[src/rtl/subtractorfp32_seq_if.sv]
// Operand/result handshake bundle for subtractorfp32_seq.
// The master side drives operands and out_ready; the slave side is the subtractor.
interface subtractorfp32_seq_if;
  logic        in_valid;
  logic        in_ready;
  logic [31:0] a;
  logic [31:0] b;
  logic        out_valid;
  logic        out_ready;
  logic [31:0] o;
  logic [2:0]  flags;
  logic        busy;

  modport master (
    output in_valid, a, b, out_ready,
    input  in_ready, out_valid, o, flags, busy
  );

  modport slave (
    input  in_valid, a, b, out_ready,
    output in_ready, out_valid, o, flags, busy
  );
endinterface

[src/rtl/subtractorfp32_seq.sv]
// Multi-cycle FP32 subtractor O = A - B, normalising one bit per cycle.
// Define FP32SUB_ROUND_EN for round-to-nearest-even; otherwise results are truncated.
module subtractorfp32_seq (
  input  logic                  clk,
  input  logic                  rst,
  subtractorfp32_seq_if.slave   bus
);

  // The alignment shift is registered by the capture edge itself, so the
  // first working state after accept is already the add.
  typedef enum logic [1:0] {IDLE, ADD, NORM, DONE} state_t;

  typedef struct packed {
    logic [31:0] o;
    logic [2:0]  flags;
  } res_t;

  state_t      state_q, state_d;
  logic [31:0] o_q, o_d;
  logic [2:0]  flags_q, flags_d;
  logic        sign_q, sign_d;
  logic        sub_q, sub_d;
  logic [8:0]  exp_q, exp_d;
  logic [26:0] big_q, big_d;      // {24 mantissa, G, R, S}
  logic [26:0] small_q, small_d;
  logic [27:0] man_q, man_d;      // carry bit on top of the 27-bit field
  res_t        res;

  // Operand decode at capture; b's sign is flipped so the rest is an addition.
  logic        sb, a_nan, b_nan, a_inf, b_inf, a_ge_b, accept;
  logic [7:0]  exp_a, exp_b, big_e, small_e, diff;
  logic [23:0] man_a, man_b, big_m, small_m;
  logic        big_s, small_s;
  logic [53:0] shift_ext;
  logic [26:0] aligned;

  assign sb      = ~bus.b[31];
  assign a_nan   = (&bus.a[30:23]) && (bus.a[22:0] != 23'd0);
  assign b_nan   = (&bus.b[30:23]) && (bus.b[22:0] != 23'd0);
  assign a_inf   = (&bus.a[30:23]) && (bus.a[22:0] == 23'd0);
  assign b_inf   = (&bus.b[30:23]) && (bus.b[22:0] == 23'd0);
  assign exp_a   = (bus.a[30:23] == 8'd0) ? 8'd1 : bus.a[30:23];
  assign exp_b   = (bus.b[30:23] == 8'd0) ? 8'd1 : bus.b[30:23];
  assign man_a   = {|bus.a[30:23], bus.a[22:0]};
  assign man_b   = {|bus.b[30:23], bus.b[22:0]};
  assign a_ge_b  = {exp_a, man_a} >= {exp_b, man_b};
  assign big_s   = a_ge_b ? bus.a[31] : sb;
  assign small_s = a_ge_b ? sb : bus.a[31];
  assign big_e   = a_ge_b ? exp_a : exp_b;
  assign small_e = a_ge_b ? exp_b : exp_a;
  assign big_m   = a_ge_b ? man_a : man_b;
  assign small_m = a_ge_b ? man_b : man_a;
  assign diff    = big_e - small_e;

  // Bits pushed below the 27-bit field collapse into S.
  assign shift_ext = {small_m, 30'd0} >> diff;
  assign aligned   = (diff >= 8'd27) ? {26'd0, |small_m}
                                     : {shift_ext[53:28], shift_ext[27] | (|shift_ext[26:0])};

  assign bus.in_ready  = (state_q == IDLE) && !rst;
  assign bus.out_valid = (state_q == DONE);
  assign bus.busy      = (state_q != IDLE);
  assign bus.o         = o_q;
  assign bus.flags     = flags_q;
  assign accept        = bus.in_valid && bus.in_ready;

  // Final packing: optional rounding, overflow to inf, subnormal emission.
  function automatic res_t pack(input logic s, input logic [8:0] e, input logic [23:0] m,
                                input logic g, input logic r, input logic st);
    res_t        p;
    logic [24:0] mr;
    logic [8:0]  er;
    logic        up;
`ifdef FP32SUB_ROUND_EN
    up = g & (r | st | m[0]);
`else
    up = 1'b0 & g & (r | st | m[0]);  // truncation: increment tied off
`endif
    mr = {1'b0, m} + {24'd0, up};
    er = e;
    if (mr[24]) begin
      mr = 25'h0800000;
      er = e + 9'd1;
    end
    if (er >= 9'd255) begin
      p.o     = {s, 8'hFF, 23'd0};
      p.flags = 3'b010;
    end else begin
      p.o     = {s, (mr[23] ? er[7:0] : 8'd0), mr[22:0]};
      p.flags = {2'b00, mr[23:0] == 24'd0};
    end
    return p;
  endfunction

  // NOTE: every variable written here gets its hold value first, so no path leaves a latch.
  always_comb begin
    state_d = state_q;
    o_d     = o_q;
    flags_d = flags_q;
    sign_d  = sign_q;
    sub_d   = sub_q;
    exp_d   = exp_q;
    big_d   = big_q;
    small_d = small_q;
    man_d   = man_q;
    res     = '0;
    unique case (state_q)
      IDLE: if (accept) begin
        if (a_nan || b_nan || (a_inf && b_inf && (bus.a[31] != sb))) begin
          o_d = 32'h7FC0_0000; flags_d = 3'b100; state_d = DONE;
        end else if (a_inf) begin
          o_d = {bus.a[31], 8'hFF, 23'd0}; flags_d = 3'b010; state_d = DONE;
        end else if (b_inf) begin
          o_d = {sb, 8'hFF, 23'd0}; flags_d = 3'b010; state_d = DONE;
        end else begin
          sign_d  = big_s;
          sub_d   = big_s ^ small_s;
          exp_d   = {1'b0, big_e};
          big_d   = {big_m, 3'b000};
          small_d = aligned;
          state_d = ADD;
        end
      end
      ADD: begin
        man_d   = sub_q ? ({1'b0, big_q} - {1'b0, small_q}) : ({1'b0, big_q} + {1'b0, small_q});
        state_d = NORM;
      end
      NORM: begin
        if (man_q[27]) begin
          res = pack(sign_q, exp_q + 9'd1, man_q[27:4], man_q[3], man_q[2], |man_q[1:0]);
          o_d = res.o; flags_d = res.flags; state_d = DONE;
        end else if (man_q == 28'd0) begin
          o_d = 32'd0; flags_d = 3'b001; state_d = DONE;
        end else if (!man_q[26] && (exp_q > 9'd1)) begin
          man_d = {man_q[26:0], 1'b0};
          exp_d = exp_q - 9'd1;
        end else begin
          res = pack(sign_q, exp_q, man_q[26:3], man_q[2], man_q[1], man_q[0]);
          o_d = res.o; flags_d = res.flags; state_d = DONE;
        end
      end
      DONE: if (bus.out_ready) state_d = IDLE;
      default: state_d = IDLE;
    endcase
  end

  // NOTE: state uses non-blocking assignments so every register samples pre-edge values.
  always_ff @(posedge clk) begin
    if (rst) begin
      state_q <= IDLE;
      o_q     <= 32'd0;
      flags_q <= 3'd0;
    end else begin
      state_q <= state_d;
      o_q     <= o_d;
      flags_q <= flags_d;
    end
  end

  // NOTE: datapath registers are left unreset; a capture always overwrites them before use.
  always_ff @(posedge clk) begin
    sign_q  <= sign_d;
    sub_q   <= sub_d;
    exp_q   <= exp_d;
    big_q   <= big_d;
    small_q <= small_d;
    man_q   <= man_d;
  end

endmodule
[src/flat_wrapper.sv]
// flat-port wrapper written by rule: the top's interface ports become plain ports
module subtractorfp32_seq_flat 
  (clk, rst, bus_in_valid, bus_a, bus_b, bus_out_ready, bus_in_ready, bus_out_valid, bus_o, bus_flags, bus_busy);
  subtractorfp32_seq_if bus_i ();
  input  logic clk;
  input  logic rst;
  input wire logic [$bits(bus_i.in_valid)-1:0] bus_in_valid;
  input wire logic [$bits(bus_i.a)-1:0] bus_a;
  input wire logic [$bits(bus_i.b)-1:0] bus_b;
  input wire logic [$bits(bus_i.out_ready)-1:0] bus_out_ready;
  output wire logic [$bits(bus_i.in_ready)-1:0] bus_in_ready;
  output wire logic [$bits(bus_i.out_valid)-1:0] bus_out_valid;
  output wire logic [$bits(bus_i.o)-1:0] bus_o;
  output wire logic [$bits(bus_i.flags)-1:0] bus_flags;
  output wire logic [$bits(bus_i.busy)-1:0] bus_busy;
  assign bus_i.in_valid = bus_in_valid;
  assign bus_i.a = bus_a;
  assign bus_i.b = bus_b;
  assign bus_i.out_ready = bus_out_ready;
  assign bus_in_ready = bus_i.in_ready;
  assign bus_out_valid = bus_i.out_valid;
  assign bus_o = bus_i.o;
  assign bus_flags = bus_i.flags;
  assign bus_busy = bus_i.busy;
  subtractorfp32_seq u_core (.clk(clk), .rst(rst), .bus(bus_i));
endmodule
[config.mk]
export PLATFORM = sky130hd
export DESIGN_NAME = subtractorfp32_seq_flat
export DESIGN_NICKNAME = d
export VERILOG_FILES = /design/src/rtl/subtractorfp32_seq_if.sv /design/src/rtl/subtractorfp32_seq.sv /design/src/flat_wrapper.sv
export SDC_FILE = /design/constraint.sdc
export NUM_CORES = 1
export LEC_CHECK = 0
export CAP_MARGIN = 20
export CORE_UTILIZATION = 50
export DETAILED_ROUTE_END_ITERATION = 12
export PLACE_DENSITY = 0.71
export SLEW_MARGIN = 30
export SYNTH_ARGS = -nofsm -noshare
export SYNTH_HDL_FRONTEND = slang
export SYNTH_SLANG_ARGS = --single-unit
[constraint.sdc]
create_clock -name clk -period 9.5 [get_ports clk]
set_input_delay 1.425 -clock clk [delete_from_list [all_inputs] [get_ports clk]]
set_output_delay 1.425 -clock clk [all_outputs]
set_load 0.01 [all_outputs]
# After elaboration in Yosys (flattened, before gate mapping)
# Cells that the tools add are included.
# Widths: inputs -> output; s select.
dict set report totals {
  reg_bits 127
  in_bits 68
}
dict set report op_classes {
  add_sub_neg 5
  order_cmp 5
  eq_ne 14
  n_shift 1
  muxes 63
  n_bitwise 6
  reduce_logical 37
}
# operator n
set op_table {}
lappend op_table {{$mux 32} 7}
lappend op_table {{$mux 24} 8}
lappend op_table {{$mux 9} 13}
lappend op_table {{$mux 28} 4}
lappend op_table {{$mux 34} 2}
lappend op_table {{$pmux 32 s2} 1}
lappend op_table {{$pmux 28 s2} 1}
lappend op_table {{$shr 54x8->54} 1}
lappend op_table {{$logic_not 24->1} 2}
lappend op_table {{$mux 8} 6}
lappend op_table {{$logic_not 23->1} 2}
lappend op_table {{$reduce_bool 23->1} 2}
lappend op_table {{$ge 32x32->1} 1}
lappend op_table {{$add 27x27->28} 1}
lappend op_table {{$logic_not 28->1} 1}
lappend op_table {{$sub 27x27->28} 1}
lappend op_table {{$reduce_or 27->1} 1}
lappend op_table {{$reduce_and 8->1} 3}
lappend op_table {{$reduce_or 24->1} 1}
lappend op_table {{$mux 3} 7}
lappend op_table {{$ge 9x8->1 const B} 2}
lappend op_table {{$pmux 9 s2} 1}
lappend op_table {{$logic_not 8->1} 2}
lappend op_table {{$mux 2} 8}
lappend op_table {{26 further kinds} 53}

# Longest topological paths before layout
# Gate-level depths: netlist of run 1.
dict set report depth {
  ltp_word 12
  depth_mapped 25
  depth_no_buf 22
}

# Least setup slack after synthesis of run 1
# OpenSTA, ideal clock, no wires.
dict set report synth_path {
  kind {input to register}
  from {input port bus_b[25]}
  to {register u_core.small_q[0], data pin}
  setup_ns 0.259
  arrival_time_ns 6.923
  required_time_ns 9.241
  setup_slack_ns 2.318
  path_stages 21
  path_buffers 2
  cell_sequence {or4_1 -> nor2_1 -> nor2_1 -> ha_1 -> buf_4 -> nand4_1 -> nor4_1 -> o211ai_1 -> o21ai_1 -> mux2i_1 -> inv_1 -> ha_1 -> or4_4 -> and2_1 -> buf_2 -> mux2i_1 -> mux4_2 -> or4_1 -> a211oi_1 -> o2111ai_1 -> a211o_1}
}
dict set report synth_between {
  elab_chain_len 9
  word_cells_on_any_way 14
  cone_classes {1 x add/sub; 2 x order compare; 1 x shift; 5 x mux; 1 x bitwise; 4 x reduce/logical}
}
# element line_no
set synth_rtl {}
lappend synth_rtl {{start, declared} flat_wrapper.sv:9} ;# input wire logic [$bits(bus_i.b)-1:0] bus_b;
lappend synth_rtl {{$logic_not 8->1} subtractorfp32_seq.sv:43} ;# assign exp_b = (bus.b[30:23] == 8'd0) ? 8'd1 : bus.b[30:23];
lappend synth_rtl {{$mux 8} subtractorfp32_seq.sv:43}
lappend synth_rtl {{$ge 32x32->1} subtractorfp32_seq.sv:46} ;# assign a_ge_b = {exp_a, man_a} >= {exp_b, man_b};
lappend synth_rtl {{$mux 8 (on tied branches)} {subtractorfp32_seq.sv:49, subtractorfp32_seq.sv:50}}
lappend synth_rtl {{$sub 8x8->8} subtractorfp32_seq.sv:53} ;# assign diff = big_e - small_e;
lappend synth_rtl {{$shr 54x8->54} subtractorfp32_seq.sv:56} ;# assign shift_ext = {small_m, 30'd0} >> diff;
lappend synth_rtl {{$reduce_or 27->1} subtractorfp32_seq.sv:58} ;# : {shift_ext[53:28], shift_ext[27] | (|shift_ext[26:0])};
lappend synth_rtl {{$or 1x1->1} subtractorfp32_seq.sv:58}
lappend synth_rtl {{$mux 1 (*)} subtractorfp32_seq.sv:57} ;# assign aligned = (diff >= 8'd27) ? {26'd0, |small_m}
lappend synth_rtl {{net u_core.aligned[0]} subtractorfp32_seq.sv:35} ;# logic [26:0] aligned;
lappend synth_rtl {{end signal, assigned} subtractorfp32_seq.sv:166} ;# small_q <= small_d;
lappend synth_rtl {{end, declared} subtractorfp32_seq.sv:25} ;# logic [26:0] small_q, small_d;
# Mark *: on every way through the listed nets, which the timed path passes. The rest lies on a longest branch.
# A chain may end at the register's enable or synchronous reset.

# Final worst setup path of run 1
# Ends and elaborated chain as after synthesis.

==> results.json, run 1 <==
{
  "path_class": "in2reg",
  "die_w_microns": 152.3,
  "cap_viol_max_count": 0,
  "cts_sinks": 127,
  "routed_wl_microns": 30350,
  "root_buffer": "clkbuf_16",
  "syn_to_final_growth_pct": 15.68,
  "syn_avg_cell_area_sq_um": 8.181,
  "mostFrequentLayoutCell": "nor2_1",
  "drive_gt1_frac": 0.06046,
  "crit_path_start": "bus_b[25]",
  "final_nets": 1586,
  "fin_crit_ns": 8.480,
  "die_h_microns": 152.3,
  "grt_first_pass_wirelength_microns": 49570,
  "numCtsBuffers": 17,
  "rsz0062_at_grt": "false",
  "synth_edf_count": 90,
  "cts-resized-gates": 0,
  "regArea_sq_mm": 0.003443,
  "placed_area_sq_mm": 0.01246,
  "avgRoutedWirePerCell_microns": 17.66,
  "leakagePower_nw": 5.101,
  "placementRows": 54,
  "ctsLongestPathBuffers": 2,
  "peakVddDrop_mv": 0.1325,
  "synth_seq_cells": 127,
  "antenna_found_initial": 0,
  "crit_fanout": 20,
  "grt.total_usage": 0.2644,
  "top_layer": "met4",
  "layout_setup_ws_ns": 1.020,
  "drc": 5,
  "hp-start": "u_core.bus.flags[0]$_SDFFE_PP0P_",
  "status": "finished, violations left",
  "worstSetupEndpointType": "flip-flop",
  "cp.required_ns": 9.66,
  "synthDistinctLibCells": 82,
  "wl_met3_microns": 1275,
  "clock_skew_ns": 0.009471,
  "path_buf_inv": 2,
  "drtAntennaViolNets": 0,
  "cts_setup_buffers": 0,
  "hold_class": "reg2reg",
  "die-area_sq_mm": 0.02318,
  "port_buffers": 105,
  "vias_per_cell": 6.013,
  "multi_input_area_sq_mm": 0.007132,
  "grt_max_degree": 71,
  "start_kind": "input pin",
  "drt_iter0_drc": 838,
  "cts_tree": "yes",
  "met2_length_microns": 14210,
  "crit_family": "simple AND/OR/NAND/NOR gates",
  "violations": "design-rule violations",
  "yosysWarnings": 0,
  "ys.flop_type": "edfxtp_1",
  "synth_seq_area_share": 0.3050,
  "synth_cells": 1380,
  "fin_crit_sh": 0.8926,
  "drv_slew": 0,
  "dp_hpwl_microns": 23920,
  "powerDensity_mw_per_mm2": 212.5,
  "vias": 10340,
  "met1_length_microns": 14230,
  "synth_fp_nets": 1540,
  "cts_max_level": 4,
  "path_cells": "clkdlybuf4s50_1 -> or4_1 -> nor2_1 -> nor2_1 -> ha_1 -> nand4_1 -> nor4_1 -> o211ai_1 -> o21ai_4 -> mux2i_1 -> inv_1 -> ha_1 -> o31ai_2 -> and2_1 -> mux2i_1 -> mux4_2 -> or4_1 -> a211oi_1 -> o2111ai_1 -> a211o_1",
  "clk_latency_ns": 0.42,
  "grt-ovfl-total": 0,
  "ys_async_sr_fraction": 0,
  "fin_tns_setup_ns": 0,
  "cts_hold_buf": 0,
  "core_sq_mm": 0.02196,
  "final_cell_mix": "nor2_1, nand2_1, a21oi_1, clkdlybuf4s50_1, inv_1",
  "n_fill_cell": 1993,
  "grt_pass1_vias": 9482,
  "tightestPinTransition_ns": 0.8790,
  "fin_area_sq_mm": 0.01306,
  "cpPeakStageDelay_ns": 0.77,
  "antenna_cells": 0,
  "arrival_ns": 8.64,
  "r2r_start": "u_core.man_q[27]$_DFFE_PP_",
  "pre_cts_slack_ns": 0.6997,
  "gpl.final_weighted_congestion": 0.9766,
  "max_freq_mhz": 117.9,
  "initial_core_util": 0.5141,
  "max-slew-margin-rel": 0.4140,
  "slowest_stage": "ha_1",
  "cts.clk_slew.worst_paths_ns": 0.05,
  "first_pass_iters": 11,
  "io_pins": 106,
  "setup_violations": 0,
  "hold_viol": 0,
  "synth_area_sq_mm": 0.01129
}
## cell usage after synthesis, drive strengths merged (19+ instances only)
library cell  number  area (sq um)
a21oi            112         560.5
a22o              25         219.0
a22oi             27         202.7
clkbuf            74         277.8
dfxtp             37         740.7
edfxtp            90          2703
ha                91          1139
inv              103         386.6
mux2i             57         570.6
nand2            123         464.2
nand2b            19         118.9
nand3             25         125.1
nor2             157         589.3
nor3              25         125.1
nor4              21         131.4
o21ai             92         460.4
o22ai             25         162.6
xnor2             32         280.3
## where the power goes
part | switching, mW | internal (mW) | total (mW)
combinational | 0.742 | 0.495 | 1.24
sequential | 0.114 | 0.759 | 0.873
clock | 0.231 | 0.434 | 0.665
total | 1.09 | 1.69 | 2.78
## per-layer routing
metal,vias to the layer above,global-route usage
li1,5134,-
met1,4833,0.3571
met2,328,0.4402
met3,41,0.02873
met4,0,0.09086
met5,-,0
## registers in the layout (all words and copies together) (netlist names)
register          count
u_core.small_q       27
u_core.sub_q          1
u_core.sign_q         1
u_core.state_q        2
u_core.bus.o         32
u_core.big_q         24
u_core.bus.flags      3
u_core.exp_q          9
u_core.man_q         28
## worst reg2reg max path, cell delays in order (launching register included)
cell and delay (ns):
edfxtp_1 0.65, nor4_1 0.48, nand4_1 0.17, nor2_1 0.17, nor4b_1 0.53, or2_2 0.26, a311o_2 0.43, nor2_1 0.32
nor2b_1 0.75, nand2_1 0.37, a221oi_1 0.37, nor3_1 0.09
## area by class of cell
| type | instances | share of cell area |
|---|---|---|
| multi-input combinational | 1059 | 0.5461 |
| sequential | 127 | 0.2637 |
| timing repair buffer | 117 | 0.08737 |
| clock buffer | 19 | 0.03315 |
| inverter | 104 | 0.02989 |
| tap | 280 | 0.02683 |
| clock inverter | 13 | 0.01303 |
## worst paths after layout
kind	end	slack, ns	depth (start not counted)
worst max register to register	u_core.bus.o[24]$_SDFFE_PP0P_	4.78	11
worst min-delay path	u_core.bus.flags[0]$_SDFFE_PP0P_	0.47	2
worst min register to register	u_core.bus.flags[0]$_SDFFE_PP0P_	0.47	2
worst max-delay path	u_core.small_q[0]$_DFFE_PP_	1.02	20
## through the flow
| step | utilization | hold WS (ns) | cells | power [mW] |
|---|---|---|---|---|
| global placement | 0.5668 | 0.4496 | 1687 | 2.087 |
| CTS | 0.5947 | 0.4661 | 1719 | 2.768 |
| finish | 0.5948 | 0.4676 | 1719 | 2.775 |
| detailed placement | 0.5672 | 0.4589 | 1687 | 2.097 |
| global route | 0.5948 | 0.5039 | 1719 | 2.959 |
| floorplan | - | 0.4762 | 1380 | 1.770 |
## cell families after synthesis
family                     Yosys count  synth area share
adders and majority gates           92            0.1026
muxes                               77           0.08146
and+or+nand+nor                    443            0.1807
buffers and inverters              194           0.06683
AOI/OAI and AO/OA                  406            0.2316
DFF                                127            0.3050
xor gates and xnor gates            41           0.03181
(Power assumes the default switching activity.)
==> run 2: changes to the inputs <==
Settings changed: CAP_MARGIN 20 to 10, SETUP_SLACK_MARGIN set to 0.2.
==> results of run 2 <==
No change in the layout: final DEF, timing and power equal those of run 1.
==> run 3: changes to the inputs <==
Settings changed: SLEW_MARGIN 30 to unset, TNS_END_PERCENT set to 50.
==> run 3 against run 2 <==
Effect of this change: the run still ends with design-rule violations left; utilization shrank 0.15 points; register-to-register slack lost 0.45 ns; first-iteration DRC count grew 7.3%; setup slack lost 0.0032 ns; via count shrank 0.61%; cell count is the same; critical path depth is the same; sequential share of layout area grew 0.066 points; design area shrank 0.25%; clock skew grew 0.0017 ns; largest cell class unchanged.
==> results.json, run 3 (synthesized netlist as in run 1, its figures left out) <==
{
  "die-area_sq_mm": 0.02318,
  "tightestPinTransition_ns": 1.115,
  "n_fill_cell": 1969,
  "antenna_cells": 0,
  "finalNonFillerCells": 1719,
  "layout_setup_ws_ns": 1.017,
  "final_cell_mix": "nor2_1, nand2_1, a21oi_1, clkdlybuf4s50_1, inv_1",
  "final_nets": 1586,
  "io_pins": 106,
  "fin_crit_sh": 0.8930,
  "vias": 10270,
  "grt_pass1_vias": 9555,
  "syn_to_final_growth_pct": 15.39,
  "initial_core_util": 0.5141,
  "die_h_microns": 152.3,
  "worstSetupEndpointType": "flip-flop",
  "placementRows": 54,
  "cts.clk_slew.worst_paths_ns": 0.05,
  "clk_latency_ns": 0.42,
  "drtAntennaViolNets": 0,
  "clock_skew_ns": 0.01117,
  "max-slew-margin-rel": 0.2565,
  "arrival_ns": 8.64,
  "leakagePower_nw": 5.088,
  "vias_per_cell": 5.976,
  "antenna_found_initial": 0,
  "cts-resized-gates": 0,
  "numCtsBuffers": 17,
  "grt_first_pass_wirelength_microns": 49780,
  "cts_setup_buffers": 0,
  "powerDensity_mw_per_mm2": 211.0,
  "cp.required_ns": 9.65,
  "hold_depth": 2,
  "start_kind": "input pin",
  "rsz0062_at_grt": "false",
  "placed_cells": 1687,
  "hold_viol": 0,
  "pre_cts_slack_ns": 0.6853,
  "drive_gt1_frac": 0.05837,
  "dp_hpwl_microns": 23930,
  "drc": 5,
  "ff2ff_path_depth": 11,
  "drv_slew": 0,
  "fin_crit_ns": 8.483,
  "ctsLongestPathBuffers": 2,
  "die_w_microns": 152.3,
  "cts_tree": "yes",
  "largest_register_ffs": 32,
  "status": "finished, violations left",
  "peakVddDrop_mv": 0.1266,
  "grt.total_usage": 0.2650,
  "violations": "design-rule violations",
  "root_buffer": "clkbuf_16",
  "hold_class": "reg2reg",
  "routed_wl_microns": 30290,
  "cap_viol_max_count": 0,
  "setup_violations": 0,
  "cts_max_level": 4,
  "crit_fanout": 20,
  "drt_iter0_drc": 899,
  "gpl.final_weighted_congestion": 0.9766,
  "cts_sinks": 127,
  "cts_hold_buf": 0,
  "max_freq_mhz": 117.9,
  "fin_tns_setup_ns": 0,
  "grt-ovfl-total": 0,
  "path_class": "in2reg",
  "first_pass_iters": 9,
  "avgRoutedWirePerCell_microns": 17.62,
  "port_buffers": 105,
  "grt_max_degree": 71,
  "core_sq_mm": 0.02196,
  "final_core_util": 0.5933,
  "mostFrequentLayoutCell": "nor2_1"
}
==> run 3: cell types whose count changed in the layout (fill, tap and decap cells not counted) <==
cell	delta
a21o_1	+1
a311o_2	-1
a21o_2	-1
o21ai_4	-1
clkbuf_1	+1
o21ai_2	+1
bufinv_16	-1
a311o_1	+1
clkinvlp_4	+1
inv_1	+1
inv_2	-1
clkinv_1	-1
==> run 3: worst max-delay path, stage by stage <==
cell	delay, ns
clkdlybuf4s50_1	0.51
or4_1	0.55
nor2_1	0.30
nor2_1	0.14
ha_1	0.76
nand4_1	0.20
nor4_1	0.30
o211ai_1	0.27
o21ai_4	0.23
mux2i_1	0.32
inv_1	0.08
ha_1	0.23
o31ai_2	0.37
and2_1	0.77
mux2i_1	0.28
mux4_2	0.56
or4_1	0.51
a211oi_1	0.30
o2111ai_1	0.18
a211o_1	0.34
==> run 3: cell type report <==
cell class	count	area (sq um)	share of cell area
Inverter	104	390.4	0.02997
Clock buffer	20	436.7	0.03352
Sequential cell	127	3443	0.2643
Clock inverter	12	143.9	0.01104
Timing Repair Buffer	117	1141	0.08759
Multi-Input combinational cell	1059	7122	0.5467
Tap cell	280	350.3	0.02689
==> run 3: metrics by stage <==
step | power (mW) | hold slack [ns] | cell area (sq um)
after global routing | 2.935 | 0.5046 | 13030
after global placement | 2.087 | 0.4496 | 12450
after detailed placement | 2.096 | 0.4589 | 12450
after floorplan | 1.770 | 0.4762 | 11290
final | 2.749 | 0.4705 | 13030
after CTS | 2.741 | 0.4664 | 13030
==> run 3: report_power, final <==
| part | total, mW | switching [mW] | leakage, nW | internal [mW] |
|---|---|---|---|---|
| Combinational | 1.23 | 0.740 | 3.68 | 0.494 |
| Clock | 0.640 | 0.231 | 0.273 | 0.409 |
| Sequential | 0.875 | 0.115 | 1.14 | 0.760 |
| Total | 2.75 | 1.09 | 5.09 | 1.66 |
==> run 3: path summary, 6_finish.rpt <==
path / end / slack (ns) / start
hold / removal: u_core.bus.flags[0]$_SDFFE_PP0P_ / 0.47 / u_core.bus.flags[0]$_SDFFE_PP0P_
hold reg to reg: u_core.bus.flags[0]$_SDFFE_PP0P_ / 0.47 / u_core.bus.flags[0]$_SDFFE_PP0P_
setup / recovery: u_core.small_q[0]$_DFFE_PP_ / 1.02 / bus_b[25]
setup reg to reg: u_core.bus.o[24]$_SDFFE_PP0P_ / 4.33 / u_core.man_q[27]$_DFFE_PP_
==> run 3: metal layers <==
| metal | vias up | share of wire | GRT usage |
|---|---|---|---|
| li1 | 5133 | - | - |
| met1 | 4792 | 0.46 | 0.3583 |
| met2 | 307 | 0.47 | 0.4404 |
| met3 | 41 | 0.041 | 0.02418 |
| met4 | 0 | 0.023 | 0.09961 |
| met5 | - | 0 | 0 |
